--- config.mk ---
export PLATFORM = sky130hd
export DESIGN_NAME = rr_stream_mux_2x1
export DESIGN_NICKNAME = d
export VERILOG_FILES = /design/src/rtl/rr_stream_mux_2x1.sv
export SDC_FILE = /design/constraint.sdc
export NUM_CORES = 1
export LEC_CHECK = 0
export CORE_UTILIZATION = 36
export DETAILED_ROUTE_END_ITERATION = 6
export HOLD_SLACK_MARGIN = 0.02
export PLACE_DENSITY = 0.73
export SLEW_MARGIN = 20
export SYNTH_ARGS = -nofsm -noshare
export SYNTH_HDL_FRONTEND = slang
export SYNTH_SLANG_ARGS = --single-unit
--- constraint.sdc ---
create_clock -name clk -period 1.9 [get_ports clk]
set_clock_uncertainty 0.2 [all_clocks]
set_input_delay 0.285 -clock clk [delete_from_list [all_inputs] [get_ports clk]]
set_output_delay 0.285 -clock clk [all_outputs]
set_load 0.02 [all_outputs]
--- src/rtl/rr_stream_mux_2x1.sv ---
// rr_stream_mux_2x1
//   Registered two-input stream multiplexer with round-robin arbitration.
//   Words from sources A and B arrive over valid/ready handshakes, and one word
//   per cycle is forwarded through a single output register. sel identifies
//   the source of the held word.
//
//   Optional feature: define RR_COUNT_EN to add per-source accepted-transfer
//   counters (a_cnt, b_cnt). These counters wrap silently.
//
// Parameters
//   WIDTH      data width of a_data, b_data, out_data
//   CNT_WIDTH  width of the grant counters (used only with RR_COUNT_EN)
//
// Ports
//   clk        rising-edge clock
//   rst        asynchronous reset, active-high
//   a_valid    source A has a word
//   a_data     source A word
//   a_ready    A word accepted this cycle
//   b_valid    source B has a word
//   b_data     source B word
//   b_ready    B word accepted this cycle
//   out_valid  output register holds a word
//   out_data   held word
//   out_ready  consumer takes the word when out_valid & out_ready
//   sel        source of held word: 0=A, 1=B
//   a_cnt      accepted A transfers (RR_COUNT_EN only)
//   b_cnt      accepted B transfers (RR_COUNT_EN only)
module rr_stream_mux_2x1 #(
  parameter int unsigned WIDTH     = 8,
  parameter int unsigned CNT_WIDTH = 16
) (
  input  logic             clk,
  input  logic             rst,
  input  logic             a_valid,
  input  logic [WIDTH-1:0] a_data,
  output logic             a_ready,
  input  logic             b_valid,
  input  logic [WIDTH-1:0] b_data,
  output logic             b_ready,
  output logic             out_valid,
  output logic [WIDTH-1:0] out_data,
  input  logic             out_ready,
  output logic             sel
`ifdef RR_COUNT_EN
  ,
  output logic [CNT_WIDTH-1:0] a_cnt,
  output logic [CNT_WIDTH-1:0] b_cnt
`endif
);

  typedef enum logic [1:0] {
    EMPTY  = 2'd0,
    FULL_A = 2'd1,
    FULL_B = 2'd2
  } state_t;

  state_t state;
  state_t state_nxt;
  logic   last;      // source of the last accepted word: 0=A, 1=B
  logic   can_load;
  logic   grant_b;
  logic   load_a;
  logic   load_b;

  // Reject a degenerate counter width at elaboration time.
  if (CNT_WIDTH == 0) begin : g_cnt_width_chk
    $error("rr_stream_mux_2x1: CNT_WIDTH must be nonzero");
  end

  // Arbitration and next state. The register can take a new word when it is
  // empty or being drained in this same cycle. On a tie, the source that did
  // not win last time is granted.
  always_comb begin : p_next
    can_load  = (state == EMPTY) | out_ready;
    grant_b   = b_valid & (~a_valid | ~last);
    load_a    = can_load & a_valid & ~grant_b;
    load_b    = can_load & grant_b;
    state_nxt = state;
    if (load_a) begin
      state_nxt = FULL_A;
    end else if (load_b) begin
      state_nxt = FULL_B;
    end else if (can_load) begin
      state_nxt = EMPTY;
    end
  end

  assign a_ready   = load_a;
  assign b_ready   = load_b;
  assign out_valid = (state != EMPTY);

  // Output register occupancy.
  always_ff @(posedge clk or posedge rst) begin : p_state
    if (rst) begin
      state <= EMPTY;
    end else begin
      state <= state_nxt;
    end
  end

  // Data path. Data, sel and the round-robin pointer move only on an accepted
  // transfer. They hold through stalls and through draining to EMPTY.
  always_ff @(posedge clk or posedge rst) begin : p_data
    if (rst) begin
      out_data <= '0;
      sel      <= 1'b0;
      last     <= 1'b1;
    end else if (load_a) begin
      out_data <= a_data;
      sel      <= 1'b0;
      last     <= 1'b0;
    end else if (load_b) begin
      out_data <= b_data;
      sel      <= 1'b1;
      last     <= 1'b1;
    end
  end

`ifdef RR_COUNT_EN
  // Per-source accepted-transfer counters. They wrap on overflow.
  always_ff @(posedge clk or posedge rst) begin : p_cnt
    if (rst) begin
      a_cnt <= '0;
      b_cnt <= '0;
    end else begin
      if (load_a) begin
        a_cnt <= a_cnt + CNT_WIDTH'(1);
      end
      if (load_b) begin
        b_cnt <= b_cnt + CNT_WIDTH'(1);
      end
    end
  end
`endif

endmodule

==> results of run 1 <==
## cell families (layout without fill, tap and decap cells)
group	after synthesis	count (layout)	synth area share [%]
AND/OR/NAND/NOR	22	22	17.7
AO/OA/AOI/OAI	15	15	25.1
flip-flops	12	12	50.7
buffers and inverters	6	46	6.53
## state kept, by name, indices dropped and copies added (netlist names)
signal / cells
out_data: 8
last: 1
state: 2
sel: 1
## per-layer routing
| layer | vias up | GRT usage (%) | routed length (um) |
|---|---|---|---|
| met1 | 293 | 24.3 | 694 |
| met2 | 26 | 28.5 | 725 |
| met4 | 0 | 0.625 | 0 |
| li1 | 281 | - | - |
| met5 | - | 0 | 0 |
| met3 | 0 | 6.90 | 116 |
## placed cells by master (no fill, tap or decap)
master	Yosys	final
sky130_fd_sc_hd__o21ai_2	1	1
sky130_fd_sc_hd__a21o_1	3	3
sky130_fd_sc_hd__o21bai_4	1	1
sky130_fd_sc_hd__buf_4	2	8
sky130_fd_sc_hd__dfstp_2	1	1
sky130_fd_sc_hd__clkdlybuf4s50_1	0	29
sky130_fd_sc_hd__inv_1	2	2
sky130_fd_sc_hd__clkbuf_2	0	2
sky130_fd_sc_hd__nor2b_1	1	1
sky130_fd_sc_hd__o2bb2ai_1	1	1
sky130_fd_sc_hd__dfrtp_1	11	11
sky130_fd_sc_hd__or2_1	1	1
sky130_fd_sc_hd__nand2_1	10	10
sky130_fd_sc_hd__clkbuf_1	0	1
sky130_fd_sc_hd__a221o_1	8	8
sky130_fd_sc_hd__clkdlybuf4s15_1	0	1
sky130_fd_sc_hd__clkbuf_4	0	3
sky130_fd_sc_hd__nor3_1	8	8
sky130_fd_sc_hd__and3_4	1	1
sky130_fd_sc_hd__nor2_1	1	1
sky130_fd_sc_hd__o21ba_1	1	1
## repair_timing
action,CTS,global route
pin swaps,0,0
gates resized for setup,5,3
setup endpoints to repair,3,3
## final timing paths
kind	startpoint	to	slack [ns]	depth (start not counted)
max in group asynchronous	rst	last	1.03	2
max reg2reg	last	out_data[6]	0.35	4
min in group clk	sel	sel	0.29	1
max	state[0]	out_valid	0.07	3
min reg2reg	sel	sel	0.29	1
min	rst	out_data[4]	0.11	2
## worst max-delay path: stages (launching register included)
cell	delay, ns
sky130_fd_sc_hd__dfrtp_1	0.42
sky130_fd_sc_hd__buf_4	0.15
sky130_fd_sc_hd__or2_1	0.21
sky130_fd_sc_hd__clkdlybuf4s15_1	0.28
## cell type report
type	instances	area [um2]
inverters	2	7.51
well taps	16	20.0
flip-flops and latches	12	302
fillers	138	544
repair buffers	40	370
clock buffers	4	26.3
multi-input cells	37	254
## power groups by stage
stage / registers (mW) / logic [mW] / clock network, mW
6_report: 0.359 / 0.384 / 0.168
5_1_grt: 0.365 / 0.410 / 0.177
4_1_cts: 0.358 / 0.390 / 0.168
3_5_place_dp: 0.363 / 0.394 / 0
3_3_place_gp: 0.360 / 0.392 / 0
2_1_floorplan: 0.416 / 0.144 / 0
==> implementation parameters, run 1 <==
Parameter                              Value

Hold path
  Min-delay worst type    in2async

STA
  Final count of pins violating max slew    0
  Final min period    1.83 ns
  Final setup violation count    0
  Final hold violation count    0
  Setup TNS    0 ns
  Worst setup slack after layout    ~0.073 ns
  Period Utilization, post-route    a little over nine tenths
  Maximum clock frequency    547 MHz
  Hold WS    0.109 ns
  Max_slew headroom    about 69%
  Slew of the pin with the lowest slew margin    0.471 ns
  Unrepaired setup endpoints after global routing    false

Placement
  Pre-CTS setup slack    -0.294 ns
  Cell count after placement    between 100 and 150
  Post-Place Cell Area    ~960 um2
  Count of input and output buffers    32
  Weighted congestion at the end of routability-driven global placement    roughly 0.7
  HPWL after detailed placement    1180 um

Routing
  Drt pass-1 iters    4
  Mean routed wirelength per cell    between 10 and 15 um
  Violation count after the first detailed-routing iteration    12
  Total vias in the final route    600
  Antenna Nets Post-Route    0
  Total Wirelength    1540 um
  DR vias/cell    between 5 and 6
  # DRC    0

Global routing
  Via count of the first global-routing pass    approximately 550
  Largest net degree at the start of global routing    13
  Global-route wire length before repair    around 2400 um
  Global Route Usage Sum    ~18%
  Overflow left after global routing    0
  Initial antenna violation count    0

Synthesis
  Ranking of synthesized cells by instance count    sky130_fd_sc_hd__dfrtp_1 (11), sky130_fd_sc_hd__nand2_1 (10), sky130_fd_sc_hd__a221o_1 (8), sky130_fd_sc_hd__nor3_1 (8), sky130_fd_sc_hd__a21o_1 (3)
  Area fraction of the dominant cell type after synthesis    46.3%
  Number of standard cells after synthesis    55
  Library cells used by synthesis    18
  Post-synthesis net count    between 70 and 80
  Cell area after synthesis    approximately 590 um2
  Flip-flop and latch count after synthesis    12
  Cell with the most instances after synthesis    sky130_fd_sc_hd__dfrtp_1
  Number of enable-type register cells in the synthesized netlist    0
  Ys Warns    0
  Avg Inst Size Synth    approximately 11 um2
  FFs w/ async S/R, synth    between 90% and 100%
  Dominant register cell in the synthesized netlist    sky130_fd_sc_hd__dfrtp_1
  Register area share after synthesis    between 50% and 60%
  Dominant cells by area after synthesis    sky130_fd_sc_hd__dfrtp_1 (46%), sky130_fd_sc_hd__a221o_1 (13%), sky130_fd_sc_hd__nor3_1 (6.7%), sky130_fd_sc_hd__nand2_1 (6.3%), sky130_fd_sc_hd__dfstp_2 (4.4%)
  Top cell type by total area after synthesis    sky130_fd_sc_hd__dfrtp_1

Power
  Clock network fraction of total power    between 10% and 20%
  Share of total power in combinational logic    approximately 42%
  Peak ir drop on the vdd network    about 0.53 mV
  Power Internal    608 uW
  P_sw    303 uW
  Reg power frac    39.4%
  Switching part of the total    between 30% and 40%
  Total power    about 910 uW
  Power density of the placed cells    approximately 930 mW/mm2
  Leakage power    0.445 nW

Die
  Effective utilization at floorplan    between 30 and 40%
  Core area    between 0.0015 and 0.002 mm2
  Y dimension of the die    42.6 um
  Die ar.    about 0.0018 mm2
  Std cell rows    14
  Width of the die    roughly 43 um
  Top-Level Pins    33

Cells and area
  Post-layout instance area    980 um2
  Antenna cells    0
  Share of layout cells above drive strength 1    between 15 and 20%
  Final core utilization    approximately 64%
  Area overhead of the layout relative to synthesis    64.8%
  Post-route non-filler standard cell count    111
  Count of nets after finishing    roughly 120

Outcome
  Status    completed

Clocking
  H-tree level count    1
  Clock network latency to the later pin of the worst-skew pair    0.28 ns
  Clk sinks    12
  Number of hold buffers added after CTS    0
  Maximum buffer depth of the clock tree    2
  Clock transition time at the flip-flop clock pins of the worst setup and hold paths    ~0.080 ns
  Number of buffers created by CTS    3
  Root buffer cell    sky130_fd_sc_hd__clkbuf_4
  Post-CTS Setup Inserts    0
  TritonCTS clock tree    yes

Flow run
  Max capacitance violation total    0

Worst setup path
  Launching element type of the critical path    register
  Kind of end point of the critical path    output port
  Worst Path Max Fanout    3
  Setup Crit Path Kind    reg2out
  Worst endpoint data arrival time    about 1.3 ns
  Req. time, crit path    approximately 1.4 ns
Note: power is estimated with default switching activity, not from simulation.
==> inputs of run 2 (changes only) <==
--- a/config.mk
+++ b/config.mk
@@ -6,6 +6,7 @@
 export NUM_CORES = 1
 export LEC_CHECK = 0
 export CORE_UTILIZATION = 36
+export CTS_BUF_LIST = sky130_fd_sc_hd__clkbuf_8 sky130_fd_sc_hd__clkbuf_16
 export DETAILED_ROUTE_END_ITERATION = 6
 export HOLD_SLACK_MARGIN = 0.02
 export PLACE_DENSITY = 0.73
==> run 2 against run 1 <==
Net effect:
- design area up 1.8%
- wire length up 1.2%
- highest routed layer unchanged
- worst hold slack better by 0.046 ns
- critical endpoint unchanged
- largest cell class unchanged
- critical path depth unchanged
==> implementation parameters, run 2 (synthesized netlist as in run 1, its figures left out) <==
Parameter                              Value

Global routing
  Initial antenna violation count    0
  Global Route Usage Sum    between 15 and 20%
  Largest net degree at the start of global routing    13
  Via count of the first global-routing pass    556
  Global-route wire length before repair    2440 um
  Overflow left after global routing    0

Power
  Peak ir drop on the vdd network    0.540 mV
  Switching part of the total    a little under a third
  Total power    ~1000 uW
  Clock network fraction of total power    about a quarter
  Leakage power    around 0.46 nW
  Reg power frac    between 30% and 40%
  P_sw    ~310 uW
  Power Internal    between 600 and 700 uW
  Power density of the placed cells    approximately 980 mW/mm2
  Share of total power in combinational logic    between 30% and 40%

Cells and area
  Antenna cells    0
  Most frequent standard cell in the layout excluding fill and tap cells    sky130_fd_sc_hd__clkdlybuf4s50_1
  Area overhead of the layout relative to synthesis    67.8%
  Highest-count cells in the layout ignoring fill and taps    sky130_fd_sc_hd__clkdlybuf4s50_1 (29), sky130_fd_sc_hd__dfrtp_1 (11), sky130_fd_sc_hd__nand2_1 (10)
  Number of inserted filler cells in the final layout    132
  Largest reg by FF count    out_data
  Area taken by flip-flops and latches    302 um2
  Registers with the most flip-flops    out_data x8, state x2
  Count of nets after finishing    117
  Max FFs per register    8
  Share of layout cells above drive strength 1    between 10% and 20%
  Area occupied by multi-input gates    254 um2

Placement
  Count of input and output buffers    32
  Pre-CTS setup slack    -0.294 ns
  Weighted congestion at the end of routability-driven global placement    0.710
  HPWL after detailed placement    between 1000 and 1500 um

Die
  Die ar.    0.00182 mm2
  Effective utilization at floorplan    39.0%
  Top-Level Pins    33
  Std cell rows    14
  Y dimension of the die    42.6 um
  Width of the die    around 43 um
  Core area    ~0.0015 mm2

Routing
  Mean routed wirelength per cell    about 14 um
  Violation count after the first detailed-routing iteration    8
  Max layer used    met3
  Met1 WL    between 600 and 700 um
  DR vias/cell    about 5.4
  Met2 layer wire length in the routed design    749 um
  Wire length on met3    roughly 110 um
  Total vias in the final route    between 600 and 700
  Drt pass-1 iters    4
  Total Wirelength    1550 um
  # DRC    0
  Antenna Nets Post-Route    0

Clocking
  Post-CTS Setup Inserts    0
  H-tree level count    1
  Root buffer cell    sky130_fd_sc_hd__clkbuf_8
  Number of hold buffers added after CTS    0
  Clk sinks    12
  Clock network latency to the later pin of the worst-skew pair    ~0.24 ns
  Number of buffers created by CTS    3
  TritonCTS clock tree    yes
  Maximum buffer depth of the clock tree    2
  Clock transition time at the flip-flop clock pins of the worst setup and hold paths    about 0.060 ns

Worst setup path
  Worst Path Max Fanout    3
  Depth of the worst register-to-register path    4
  Worst endpoint data arrival time    between 1 and 1.5 ns
  Req. time, crit path    1.41 ns
  Launching element type of the critical path    register
  Kind of end point of the critical path    output port
  Worst reg2reg path endpoint    out_data[6]
  Reg-to-reg startpoint    last
  Register-to-register setup slack    around 0.35 ns
  Setup Crit Path Kind    reg2out

Outcome
  Status    completed

STA
  Hold WS    approximately 0.15 ns
  Final hold violation count    0
  Max_slew headroom    67.9%
  Worst setup slack after layout    0.0902 ns
  Unrepaired setup endpoints after global routing    false
  Setup TNS    0 ns
  Slew of the pin with the lowest slew margin    approximately 0.48 ns
  Final count of pins violating max slew    0
  Maximum clock frequency    about 550 MHz
  Final min period    between 1.5 and 2 ns
  Period Utilization, post-route    between 90% and 100%
  Final setup violation count    0

Flow run
  Max capacitance violation total    0

Hold path
  Min-delay worst type    in2async
run 2: cell types whose count changed in the layout (fill, tap and decap cells not counted), sizes merged:
| cell | previous run | this run |
|---|---|---|
| inv | 2 | 3 |
| clkbuf | 6 | 5 |
| dlygate4sd2 | 0 | 1 |
| clkdlybuf4s15 | 1 | 0 |
run 2: area by class of cell:
type                    instances  share of cell area [%]
multi-input cells              37                    25.5
well taps                      16                    2.01
inverters                       2                   0.753
flip-flops and latches         12                    30.2
repair buffers                 40                    37.0
clock buffers                   3                    4.14
clock inverters                 1                   0.376
run 2: how the worst max path moves through the flow:
stage | from | to | slack [ns] | cells past startpoint
6_report | state[0] | out_valid | 0.09 | 3
5_1_grt | state[0] | out_valid | 0.04 | 3
4_1_cts | out_ready | b_ready | 0.008 | 4
3_5_place_dp | out_ready | b_ready | -0.29 | 4
3_3_place_gp | out_ready | b_ready | -0.28 | 4
2_1_floorplan | last | a_ready | 0.41 | 3
run 2: what timing repair did:
item / 4_1_cts / 5_1_grt
setup endpoints to repair: 3 / 2
gates resized for setup: 5 / 2
cloned: 0 / 0
run 2: layer usage:
layer  vias to the layer above  GRT usage [%]
li1                        281              -
met1                       299           24.3
met2                        22           29.1
met3                         0           6.90
met4                         0          0.625
met5                         -              0
run 2: power groups by stage:
stage | sequential [mW] | clock (mW) | combinational, mW
2_1_floorplan | 0.416 | 0 | 0.144
3_3_place_gp | 0.360 | 0 | 0.392
3_5_place_dp | 0.363 | 0 | 0.394
4_1_cts | 0.359 | 0.237 | 0.390
5_1_grt | 0.366 | 0.247 | 0.410
6_report | 0.360 | 0.236 | 0.383
run 2: stage by stage:
stage | instance area (um2) | util, % | std cells
2_1_floorplan | 594 | - | 55
3_3_place_gp | 963 | 63.2 | 107
3_5_place_dp | 963 | 63.2 | 107
4_1_cts | 1010 | 66.1 | 111
5_1_grt | 997 | 65.4 | 111
6_report | 997 | 65.4 | 111
run 2: worst max-delay path, cell delays in order (launching register included):
cell and delay (ns):
sky130_fd_sc_hd__dfrtp_1 0.41, sky130_fd_sc_hd__buf_4 0.15, sky130_fd_sc_hd__or2_1 0.21, sky130_fd_sc_hd__dlygate4sd2_1 0.32
